### src/rtl/trap_controller_if.sv
// Bus between the trap controller, the pipeline flags and the machine-mode CSR block.
// master: the trap controller. slave: the pipeline / CSR side that drives flags and consumes pulses.
interface trap_controller_if;
  logic        instr_valid;
  logic [31:0] pc;
  logic        ex_instr_misaligned;
  logic        ex_illegal;
  logic        ex_ebreak;
  logic        ex_load_misaligned;
  logic        ex_store_misaligned;
  logic        ex_ecall;
  logic        is_mret;
  logic        irq_ext;
  logic        irq_sw;
  logic        irq_tmr;
  logic        mstatus_mie;
  logic [31:0] mtvec_in;
  logic [31:0] mepc_in;
  logic        cause_set;
  logic [3:0]  cause_in;
  logic        I_or_E_in;
  logic        mepc_set;
  logic [29:0] exception_intr_address_in;
  logic        mie_clear;
  logic        mie_set;
  logic        pc_redirect;
  logic [31:0] redirect_pc;
  logic        flush;
  logic        busy;

  modport master (
    input  instr_valid, pc, ex_instr_misaligned, ex_illegal, ex_ebreak,
           ex_load_misaligned, ex_store_misaligned, ex_ecall, is_mret,
           irq_ext, irq_sw, irq_tmr, mstatus_mie, mtvec_in, mepc_in,
    output cause_set, cause_in, I_or_E_in, mepc_set, exception_intr_address_in,
           mie_clear, mie_set, pc_redirect, redirect_pc, flush, busy
  );

  modport slave (
    output instr_valid, pc, ex_instr_misaligned, ex_illegal, ex_ebreak,
           ex_load_misaligned, ex_store_misaligned, ex_ecall, is_mret,
           irq_ext, irq_sw, irq_tmr, mstatus_mie, mtvec_in, mepc_in,
    input  cause_set, cause_in, I_or_E_in, mepc_set, exception_intr_address_in,
           mie_clear, mie_set, pc_redirect, redirect_pc, flush, busy
  );
endinterface

### src/rtl/trap_controller.sv
// Trap sequencer: picks the winning exception/interrupt at commit, pulses the
// machine-mode CSR trap-entry inputs, then redirects fetch to MTVEC (or to MEPC on mret).
module trap_controller #(
  parameter logic [31:0] RESET_PC      = 32'h0000_0000,
  parameter logic [3:0]  EXT_IRQ_CAUSE = 4'd11,
  parameter logic [3:0]  SW_IRQ_CAUSE  = 4'd3,
  parameter logic [3:0]  TMR_IRQ_CAUSE = 4'd7
) (
  input  logic               clk,
  input  logic               reset,
  trap_controller_if.master  bus
);

  typedef enum logic [1:0] {
    IDLE      = 2'd0,
    TRAP_CSR  = 2'd1,
    TRAP_JUMP = 2'd2,
    MRET_JUMP = 2'd3
  } state_t;

  state_t      r_state;
  logic        r_cause_set;
  logic [3:0]  r_cause_in;
  logic        r_i_or_e;
  logic        r_mepc_set;
  logic [29:0] r_epc;
  logic        r_mie_clear;
  logic        r_mie_set;
  logic        r_pc_redirect;
  logic [31:0] r_redirect_pc;
  logic        r_flush;
  logic        r_busy;

  logic        w_exc;
  logic [3:0]  w_exc_code;
  logic        w_irq;
  logic [3:0]  w_irq_code;
  logic        w_unused_bits;

  // Targets and the trapped PC are word aligned; the low bits are intentionally dropped.
  assign w_unused_bits = ^{bus.pc[1:0], bus.mtvec_in[1:0], bus.mepc_in[1:0]};

  // Exception and interrupt priority encoders for the committing instruction.
  always_comb begin
    w_exc      = bus.ex_instr_misaligned | bus.ex_illegal | bus.ex_ebreak |
                 bus.ex_ecall | bus.ex_load_misaligned | bus.ex_store_misaligned;
    w_exc_code = 4'd0;
    if (bus.ex_instr_misaligned)      w_exc_code = 4'd0;
    else if (bus.ex_illegal)          w_exc_code = 4'd2;
    else if (bus.ex_ebreak)           w_exc_code = 4'd3;
    else if (bus.ex_ecall)            w_exc_code = 4'd11;
    else if (bus.ex_load_misaligned)  w_exc_code = 4'd4;
    else if (bus.ex_store_misaligned) w_exc_code = 4'd6;

    w_irq      = bus.mstatus_mie & (bus.irq_ext | bus.irq_sw | bus.irq_tmr);
    w_irq_code = TMR_IRQ_CAUSE;
    if (bus.irq_ext)     w_irq_code = EXT_IRQ_CAUSE;
    else if (bus.irq_sw) w_irq_code = SW_IRQ_CAUSE;
  end

  // Sequencer FSM; every output is a register so pulses last one full cycle.
  always_ff @(posedge clk) begin
    if (reset) begin
      r_state       <= IDLE;
      r_cause_set   <= 1'b0;
      r_cause_in    <= 4'd0;
      r_i_or_e      <= 1'b0;
      r_mepc_set    <= 1'b0;
      r_epc         <= 30'd0;
      r_mie_clear   <= 1'b0;
      r_mie_set     <= 1'b0;
      r_pc_redirect <= 1'b0;
      r_redirect_pc <= RESET_PC;
      r_flush       <= 1'b0;
      r_busy        <= 1'b0;
    end else begin
      r_cause_set   <= 1'b0;
      r_mepc_set    <= 1'b0;
      r_mie_clear   <= 1'b0;
      r_mie_set     <= 1'b0;
      r_pc_redirect <= 1'b0;
      r_flush       <= 1'b0;
      case (r_state)
        IDLE: begin
          r_busy <= 1'b0;
          if (bus.instr_valid) begin
            if (w_exc || w_irq) begin
              // The trapped instruction is not executed; MEPC gets its own PC.
              r_state     <= TRAP_CSR;
              r_cause_in  <= w_exc ? w_exc_code : w_irq_code;
              r_i_or_e    <= ~w_exc;
              r_epc       <= bus.pc[31:2];
              r_cause_set <= 1'b1;
              r_mepc_set  <= 1'b1;
              r_mie_clear <= 1'b1;
              r_flush     <= 1'b1;
              r_busy      <= 1'b1;
            end else if (bus.is_mret) begin
              r_state       <= MRET_JUMP;
              r_mie_set     <= 1'b1;
              r_flush       <= 1'b1;
              r_pc_redirect <= 1'b1;
              r_redirect_pc <= {bus.mepc_in[31:2], 2'b00};
              r_busy        <= 1'b1;
            end
          end
        end
        TRAP_CSR: begin
          // MTVEC is sampled here so a CSR write that just landed is honoured.
          r_state       <= TRAP_JUMP;
          r_pc_redirect <= 1'b1;
          r_redirect_pc <= {bus.mtvec_in[31:2], 2'b00};
          r_busy        <= 1'b1;
        end
        TRAP_JUMP: begin
          r_state <= IDLE;
          r_busy  <= 1'b0;
        end
        MRET_JUMP: begin
          r_state <= IDLE;
          r_busy  <= 1'b0;
        end
        default: begin
          r_state <= IDLE;
          r_busy  <= 1'b0;
        end
      endcase
    end
  end

  assign bus.cause_set                 = r_cause_set;
  assign bus.cause_in                  = r_cause_in;
  assign bus.I_or_E_in                 = r_i_or_e;
  assign bus.mepc_set                  = r_mepc_set;
  assign bus.exception_intr_address_in = r_epc;
  assign bus.mie_clear                 = r_mie_clear;
  assign bus.mie_set                   = r_mie_set;
  assign bus.pc_redirect               = r_pc_redirect;
  assign bus.redirect_pc               = r_redirect_pc;
  assign bus.flush                     = r_flush;
  assign bus.busy                      = r_busy;

endmodule

### src/flat_wrapper.sv
// flat-port wrapper written by rule: the top's interface ports become plain ports
module trap_controller_flat 
#(
  parameter logic [31:0] RESET_PC      = 32'h0000_0000,
  parameter logic [3:0]  EXT_IRQ_CAUSE = 4'd11,
  parameter logic [3:0]  SW_IRQ_CAUSE  = 4'd3,
  parameter logic [3:0]  TMR_IRQ_CAUSE = 4'd7
)
  (clk, reset, bus_instr_valid, bus_pc, bus_ex_instr_misaligned, bus_ex_illegal, bus_ex_ebreak, bus_ex_load_misaligned, bus_ex_store_misaligned, bus_ex_ecall, bus_is_mret, bus_irq_ext, bus_irq_sw, bus_irq_tmr, bus_mstatus_mie, bus_mtvec_in, bus_mepc_in, bus_cause_set, bus_cause_in, bus_I_or_E_in, bus_mepc_set, bus_exception_intr_address_in, bus_mie_clear, bus_mie_set, bus_pc_redirect, bus_redirect_pc, bus_flush, bus_busy);
  trap_controller_if bus_i ();
  input  logic clk;
  input  logic reset;
  input wire logic [$bits(bus_i.instr_valid)-1:0] bus_instr_valid;
  input wire logic [$bits(bus_i.pc)-1:0] bus_pc;
  input wire logic [$bits(bus_i.ex_instr_misaligned)-1:0] bus_ex_instr_misaligned;
  input wire logic [$bits(bus_i.ex_illegal)-1:0] bus_ex_illegal;
  input wire logic [$bits(bus_i.ex_ebreak)-1:0] bus_ex_ebreak;
  input wire logic [$bits(bus_i.ex_load_misaligned)-1:0] bus_ex_load_misaligned;
  input wire logic [$bits(bus_i.ex_store_misaligned)-1:0] bus_ex_store_misaligned;
  input wire logic [$bits(bus_i.ex_ecall)-1:0] bus_ex_ecall;
  input wire logic [$bits(bus_i.is_mret)-1:0] bus_is_mret;
  input wire logic [$bits(bus_i.irq_ext)-1:0] bus_irq_ext;
  input wire logic [$bits(bus_i.irq_sw)-1:0] bus_irq_sw;
  input wire logic [$bits(bus_i.irq_tmr)-1:0] bus_irq_tmr;
  input wire logic [$bits(bus_i.mstatus_mie)-1:0] bus_mstatus_mie;
  input wire logic [$bits(bus_i.mtvec_in)-1:0] bus_mtvec_in;
  input wire logic [$bits(bus_i.mepc_in)-1:0] bus_mepc_in;
  output wire logic [$bits(bus_i.cause_set)-1:0] bus_cause_set;
  output wire logic [$bits(bus_i.cause_in)-1:0] bus_cause_in;
  output wire logic [$bits(bus_i.I_or_E_in)-1:0] bus_I_or_E_in;
  output wire logic [$bits(bus_i.mepc_set)-1:0] bus_mepc_set;
  output wire logic [$bits(bus_i.exception_intr_address_in)-1:0] bus_exception_intr_address_in;
  output wire logic [$bits(bus_i.mie_clear)-1:0] bus_mie_clear;
  output wire logic [$bits(bus_i.mie_set)-1:0] bus_mie_set;
  output wire logic [$bits(bus_i.pc_redirect)-1:0] bus_pc_redirect;
  output wire logic [$bits(bus_i.redirect_pc)-1:0] bus_redirect_pc;
  output wire logic [$bits(bus_i.flush)-1:0] bus_flush;
  output wire logic [$bits(bus_i.busy)-1:0] bus_busy;
  assign bus_i.instr_valid = bus_instr_valid;
  assign bus_i.pc = bus_pc;
  assign bus_i.ex_instr_misaligned = bus_ex_instr_misaligned;
  assign bus_i.ex_illegal = bus_ex_illegal;
  assign bus_i.ex_ebreak = bus_ex_ebreak;
  assign bus_i.ex_load_misaligned = bus_ex_load_misaligned;
  assign bus_i.ex_store_misaligned = bus_ex_store_misaligned;
  assign bus_i.ex_ecall = bus_ex_ecall;
  assign bus_i.is_mret = bus_is_mret;
  assign bus_i.irq_ext = bus_irq_ext;
  assign bus_i.irq_sw = bus_irq_sw;
  assign bus_i.irq_tmr = bus_irq_tmr;
  assign bus_i.mstatus_mie = bus_mstatus_mie;
  assign bus_i.mtvec_in = bus_mtvec_in;
  assign bus_i.mepc_in = bus_mepc_in;
  assign bus_cause_set = bus_i.cause_set;
  assign bus_cause_in = bus_i.cause_in;
  assign bus_I_or_E_in = bus_i.I_or_E_in;
  assign bus_mepc_set = bus_i.mepc_set;
  assign bus_exception_intr_address_in = bus_i.exception_intr_address_in;
  assign bus_mie_clear = bus_i.mie_clear;
  assign bus_mie_set = bus_i.mie_set;
  assign bus_pc_redirect = bus_i.pc_redirect;
  assign bus_redirect_pc = bus_i.redirect_pc;
  assign bus_flush = bus_i.flush;
  assign bus_busy = bus_i.busy;
  trap_controller #(.RESET_PC(RESET_PC), .EXT_IRQ_CAUSE(EXT_IRQ_CAUSE), .SW_IRQ_CAUSE(SW_IRQ_CAUSE), .TMR_IRQ_CAUSE(TMR_IRQ_CAUSE)) u_core (.clk(clk), .reset(reset), .bus(bus_i));
endmodule
### config.mk
export PLATFORM = sky130hd
export DESIGN_NAME = trap_controller_flat
export DESIGN_NICKNAME = d
export VERILOG_FILES = /design/src/rtl/trap_controller_if.sv /design/src/rtl/trap_controller.sv /design/src/flat_wrapper.sv
export SDC_FILE = /design/constraint.sdc
export NUM_CORES = 1
export LEC_CHECK = 0
export CAP_MARGIN = 25
export CELL_PAD_IN_SITES_DETAIL_PLACEMENT = 1
export CELL_PAD_IN_SITES_GLOBAL_PLACEMENT = 1
export CORE_ASPECT_RATIO = 0.9
export CORE_MARGIN = 2
export CORE_UTILIZATION = 27
export CTS_BUF_LIST = sky130_fd_sc_hd__clkbuf_8
export DETAILED_ROUTE_END_ITERATION = 8
export PLACE_DENSITY_LB_ADDON = 0.1
export SKIP_CTS_REPAIR_TIMING = 1
export SYNTH_ARGS = -nofsm -noshare
export SYNTH_HDL_FRONTEND = slang
export SYNTH_SLANG_ARGS = --single-unit
### constraint.sdc
create_clock -name clk -period 2.5 [get_ports clk]
set_clock_uncertainty 0.15 [all_clocks]
set_input_delay 0.5 -clock clk [delete_from_list [all_inputs] [get_ports clk]]
set_output_delay 0.5 -clock clk [all_outputs]
set_load 0.01 [all_outputs]
==> results.cfg, run 1 <==
[outcome]
status = completed

[sta]
slew_headroom_pct = 57.9
setup_tns_ns = 0
slew_viol_final = 0
max_freq_ghz = 0.407
finalSetupViolations = 0
worst_pin_slew_ns = 0.627
final-hold-violation-count = 0
post-route-min-period_ns = 2.45
period_share_pct = 98.2

[worst_setup_path]
cp-end-kind = flop
worstPathRequired_ns = 2.60
cp_max_fo = 8
timing.rr.start = u_core.r_state[1]
cp-startpoint = bus_ex_instr_misaligned
cp.arrival_ns = 2.56
cp_slowest_cell = or4_4
slowest_delay_ns = 0.61
path_cells = clkdlybuf4s50_1 -> or4_4 -> o41ai_4 -> buf_4 -> clkbuf_4 -> a21oi_1 -> a311oi_1
reg2reg_slack_ns = 0.68
critPathKind = in2reg
startpoint_type = input pin

[clock_tree]
cts_buffers = 9
cts_sinks = 72
clock_latency_ns = 0.33
h-tree-depth = 3
clk_pin_slew_ns = 0.08
cts_tree = built
clock-root-buffer = clkbuf_8
clockBufferDepth = 2

[synthesis]
synthCells = 314
synth_top_cell_area_share_pct = 48.1
ys_seq_elements = 72
yosysWarnings = 0
yosys-top-cells-area = dfxtp_1 48%, mux2i_1 10%, a311oi_1 8.8%
synth-edff-count = 0
synth-main-ff-cell = dfxtp_1
yosysUniqueCellTypes = 32
async_flop_share_pct = 0
synth.avg_cell_area_um2 = 9.54
syn_area_um2 = 2990
ys_seq_area_share_pct = 48.1
synth_area_leader_cell = dfxtp_1

[floorplan]
dieArea_um2 = 11900
die_x_um = 115
design.core.area_um2 = 10800
initial_core_util_pct = 27.7
fp-row-count = 36
die_h_um = 104
num_io_pins = 184

[power_and_ir_drop]
power.density_nw_per_um2 = 587
ir_drop_uv = 298
p_leak_nw = 1.98

[detailed_routing]
first_iter_violations = 83
wl_per_cell_um = 15.5
via_per_inst = 4.79
drt-total-wl_mm = 9.85
drc = 0
route.antenna.remaining_nets = 0
drtPass1Iterations = 4
vias = 3042

[placement]
placed_cell_area_um2 = 5010
port_buffers = 175
gp_congestion = 0.748
place_inst = 612
place_hpwl_mm = 6.95

[final_layout]
synthToLayoutAreaGrowth_pct = 78.6
nNetsFinal = 607
num_antenna_cells = 0
regArea_um2 = 1440
nFillCells = 1230
final_cells = 635
design_area_um2 = 5350
finish.utilization_pct = 49.5
layout-drive-gt1-share_pct = 10.8
multiInputGateArea_um2 = 1410

[worst_hold_path]
hp-start = u_core.bus.exception_intr_address_in[24]
hold_class = reg2reg

[grt]
antenna_found_initial = 0
grt_overflow_total = 0
grt_usage_pct = 16.0
grt_max_degree = 66
grt_pass1_wl_mm = 15.4
grt_pass1_vias = 3082

[run]
max_cap_violations = 0
## worst max-delay path, delay by kind of cell
kind / cells / cell delay, ns
AO/OA/AOI/OAI: 3 / 0.62
buffers and inverters: 3 / 0.82
AND/OR/NAND/NOR: 1 / 0.61
## synth_stat cells, types with 2 or more instances
cell type / n
and2_1: 2
dfxtp_1: 72
nand2_1: 32
nor2_1: 4
nor2b_1: 16
a21oi_1: 49
buf_2: 6
nand3_1: 3
mux2i_1: 30
nor3_1: 4
o31a_1: 2
o21ai_0: 2
clkbuf_1: 25
inv_1: 2
buf_4: 4
o22a_1: 16
a311oi_1: 30
## stage by stage
| step | hold WS (ns) | setup slack, ns | total power, mW |
|---|---|---|---|
| final | 0.306 | 0.0453 | 3.14 |
| after global routing | 0.328 | -0.0137 | 3.30 |
| after CTS | 0.309 | -0.0405 | 3.17 |
| after detailed placement | 0.297 | -0.399 | 2.01 |
| after global placement | 0.292 | -0.321 | 1.99 |
| after floorplan | 0.326 | 0.177 | 1.57 |
## routing by layer
| metal | GRT usage, % | wire length (um) |
|---|---|---|
| met1 | 19.6 | 4320 |
| met2 | 26.7 | 4740 |
| met3 | 6.00 | 718 |
| met5 | 0 | 0 |
| met4 | 3.36 | 74 |
## cells by family (layout without fill, tap and decap cells)
group / count (synthesis) / after routing / share of synthesized area, %
buffers and inverters: 38 / 225 / 5.52
other: 1 / 2 / 0.125
and+or+nand+nor: 68 / 68 / 11.2
DFF: 72 / 72 / 48.1
muxes: 30 / 30 / 10.0
AOI/OAI and AO/OA: 105 / 105 / 25.0
## layout make-up
cell class                      instances  share of cell area [%]
Tap cell                              133                    3.11
Sequential cell                        72                    27.0
Clock inverter                          5                    1.92
Clock buffer                           11                    2.83
Timing Repair Buffer                  206                    38.6
Inverter                                3                   0.211
Multi-Input combinational cell        205                    26.4
## registers in the layout, indices dropped and copies added (netlist names)
signal	count
u_core.bus.mie_set	1
u_core.bus.cause_in	4
u_core.bus.exception_intr_address_in	30
u_core.bus.pc_redirect	1
u_core.bus.cause_set	1
u_core.bus.I_or_E_in	1
u_core.r_state	2
u_core.bus.flush	1
u_core.bus.busy	1
u_core.bus.redirect_pc	30
## cell usage in the layout (no fill, tap or decap), types with 5 or more instances in the layout
cell type and count:
a21oi_1 49, a311oi_1 29, buf_12 5, buf_4 23, clkbuf_8 11, clkdlybuf4s50_1 174, dfxtp_1 71, mux2i_1 30
nand2_1 32, nor2b_1 16, o22a_1 16
## path summary, 6_finish.rpt
path / cells past startpoint / to
max reg2reg: 4 / u_core.bus.redirect_pc[9]
min: 2 / u_core.bus.exception_intr_address_in[24]
min reg2reg: 2 / u_core.bus.exception_intr_address_in[24]
max: 7 / u_core.bus.redirect_pc[15]
## report_power, final
| part | total (mW) | leakage [nW] | switching [mW] | internal (mW) |
|---|---|---|---|---|
| Combinational | 0.714 | 1.26 | 0.279 | 0.435 |
| Clock | 1.15 | 0.126 | 0.435 | 0.716 |
| Sequential | 1.28 | 0.593 | 0.0439 | 1.23 |
Power figures use the tool's default switching activity.
==> run 2, diff against run 1 <==
TNS_END_PERCENT = 5   (was unset)
==> results.cfg, run 2 (synthesized netlist as in run 1, its figures left out) <==
[detailed_routing]
route.antenna.remaining_nets = 0
via_per_inst = 4.79
drc = 0
vias = 3040
first_iter_violations = 83
drtPass1Iterations = 4
wl_per_cell_um = 15.5
drt-total-wl_mm = 9.87

[placement]
gp_congestion = 0.748
port_buffers = 175
placed_cell_area_um2 = 5010
place_inst = 612
place_hpwl_mm = 6.95

[power_and_ir_drop]
p_leak_nw = 1.98
ir_drop_uv = 298
power.density_nw_per_um2 = 587
fin_total_pwr_mw = 3.14

[final_layout]
num_antenna_cells = 0
layout_common_cells = 174 x clkdlybuf4s50_1, 71 x dfxtp_1, 49 x a21oi_1
final_cells = 635
nFillCells = 1230
design_area_um2 = 5350
layout_commonest_cell = clkdlybuf4s50_1
synthToLayoutAreaGrowth_pct = 78.6
layout-drive-gt1-share_pct = 10.8
nNetsFinal = 607

[run]
max_cap_violations = 0

[floorplan]
dieArea_um2 = 11900
design.core.area_um2 = 10800
fp-row-count = 36
num_io_pins = 184
die_h_um = 104
initial_core_util_pct = 27.7
die_x_um = 115

[sta]
holdWs_ns = 0.306
max_freq_ghz = 0.407
worst_pin_slew_ns = 0.627
finalSetupViolations = 0
slew_headroom_pct = 57.9
post-route-min-period_ns = 2.46
slew_viol_final = 0
period_share_pct = 98.3
final-hold-violation-count = 0

[worst_setup_path]
worstPathRequired_ns = 2.60
slowest_delay_ns = 0.61
path_cells = clkdlybuf4s50_1 -> or4_4 -> o41ai_4 -> buf_4 -> clkbuf_4 -> a21oi_1 -> a311oi_1
timing.rr.start = u_core.r_state[1]
cp_slowest_cell = or4_4
cp_max_fo = 8
r2r-end = u_core.bus.redirect_pc[9]
reg2reg_slack_ns = 0.68
cp-end-kind = flop
critPathKind = in2reg
rr_worst_depth = 4
cp.arrival_ns = 2.56
startpoint_type = input pin

[grt]
grt_pass1_wl_mm = 15.4
grt_pass1_vias = 3082
antenna_found_initial = 0
grt_usage_pct = 16.0
grt_max_degree = 66
grt_overflow_total = 0

[worst_hold_path]
hold_class = reg2reg
min_to = u_core.bus.exception_intr_address_in[24]
holdPathStages = 2
hp-start = u_core.bus.exception_intr_address_in[24]

[clock_tree]
clock-root-buffer = clkbuf_8
clk_pin_slew_ns = 0.08
clockBufferDepth = 2
cts_tree = built
h-tree-depth = 3
clock_latency_ns = 0.33
cts_sinks = 72
cts_buffers = 9

[outcome]
status = completed
run 2: cell counts in the layout (fill, tap and decap cells not counted):
Identical to the previous run, type by type.
run 2: metrics by stage:
stage          setup WS [ns]  TNS [ns]  util (%)
2_1_floorplan          0.177         0         -
3_3_place_gp          -0.321    -12.12      46.3
3_5_place_dp          -0.399    -14.57      46.3
4_1_cts              -0.0405    -0.155      48.7
5_1_grt              -0.0137   -0.0366      49.5
6_report              0.0420         0      49.5
run 2: final cells by class:
cell class	count	area, um2	share of cell area (%)
clock buffers	11	151	2.83
clock inverters	5	103	1.92
inverters	3	11.3	0.211
multi-input cells	205	1410	26.4
flip-flops and latches	72	1440	27.0
well taps	133	166	3.11
repair buffers	206	2060	38.6
run 2: where the power goes:
group,leakage [nW],switching [mW],internal [mW]
logic,1.26,0.279,0.435
registers,0.593,0.0440,1.23
clock network,0.126,0.433,0.716
total,1.98,0.756,2.38
run 2: routing by layer:
metal	wire [um]	track usage, %
met5	0	0
met4	38	3.36
met3	712	6.00
met2	4780	26.7
met1	4340	19.6
run 2: worst max-delay path by stage:
stage                            start                                  endpoint  slack (ns)  cells past startpoint
3_3_place_gp   bus_ex_instr_misaligned                u_core.bus.redirect_pc[11]       -0.32                      6
2_1_floorplan  bus_ex_instr_misaligned  u_core.bus.exception_intr_address_in[10]        0.18                      6
6_report       bus_ex_instr_misaligned                u_core.bus.redirect_pc[15]        0.04                      7
5_1_grt        bus_ex_instr_misaligned                u_core.bus.redirect_pc[15]       -0.01                      7
3_5_place_dp   bus_ex_instr_misaligned                u_core.bus.redirect_pc[13]       -0.40                      6
4_1_cts        bus_ex_instr_misaligned                u_core.bus.redirect_pc[13]       -0.04                      6
run 2: worst max-delay path: cells and delay by family:
| family | cells | cell delay (ns) |
|---|---|---|
| buf+inv | 3 | 0.82 |
| simple gates | 1 | 0.61 |
| compound gates | 3 | 0.62 |
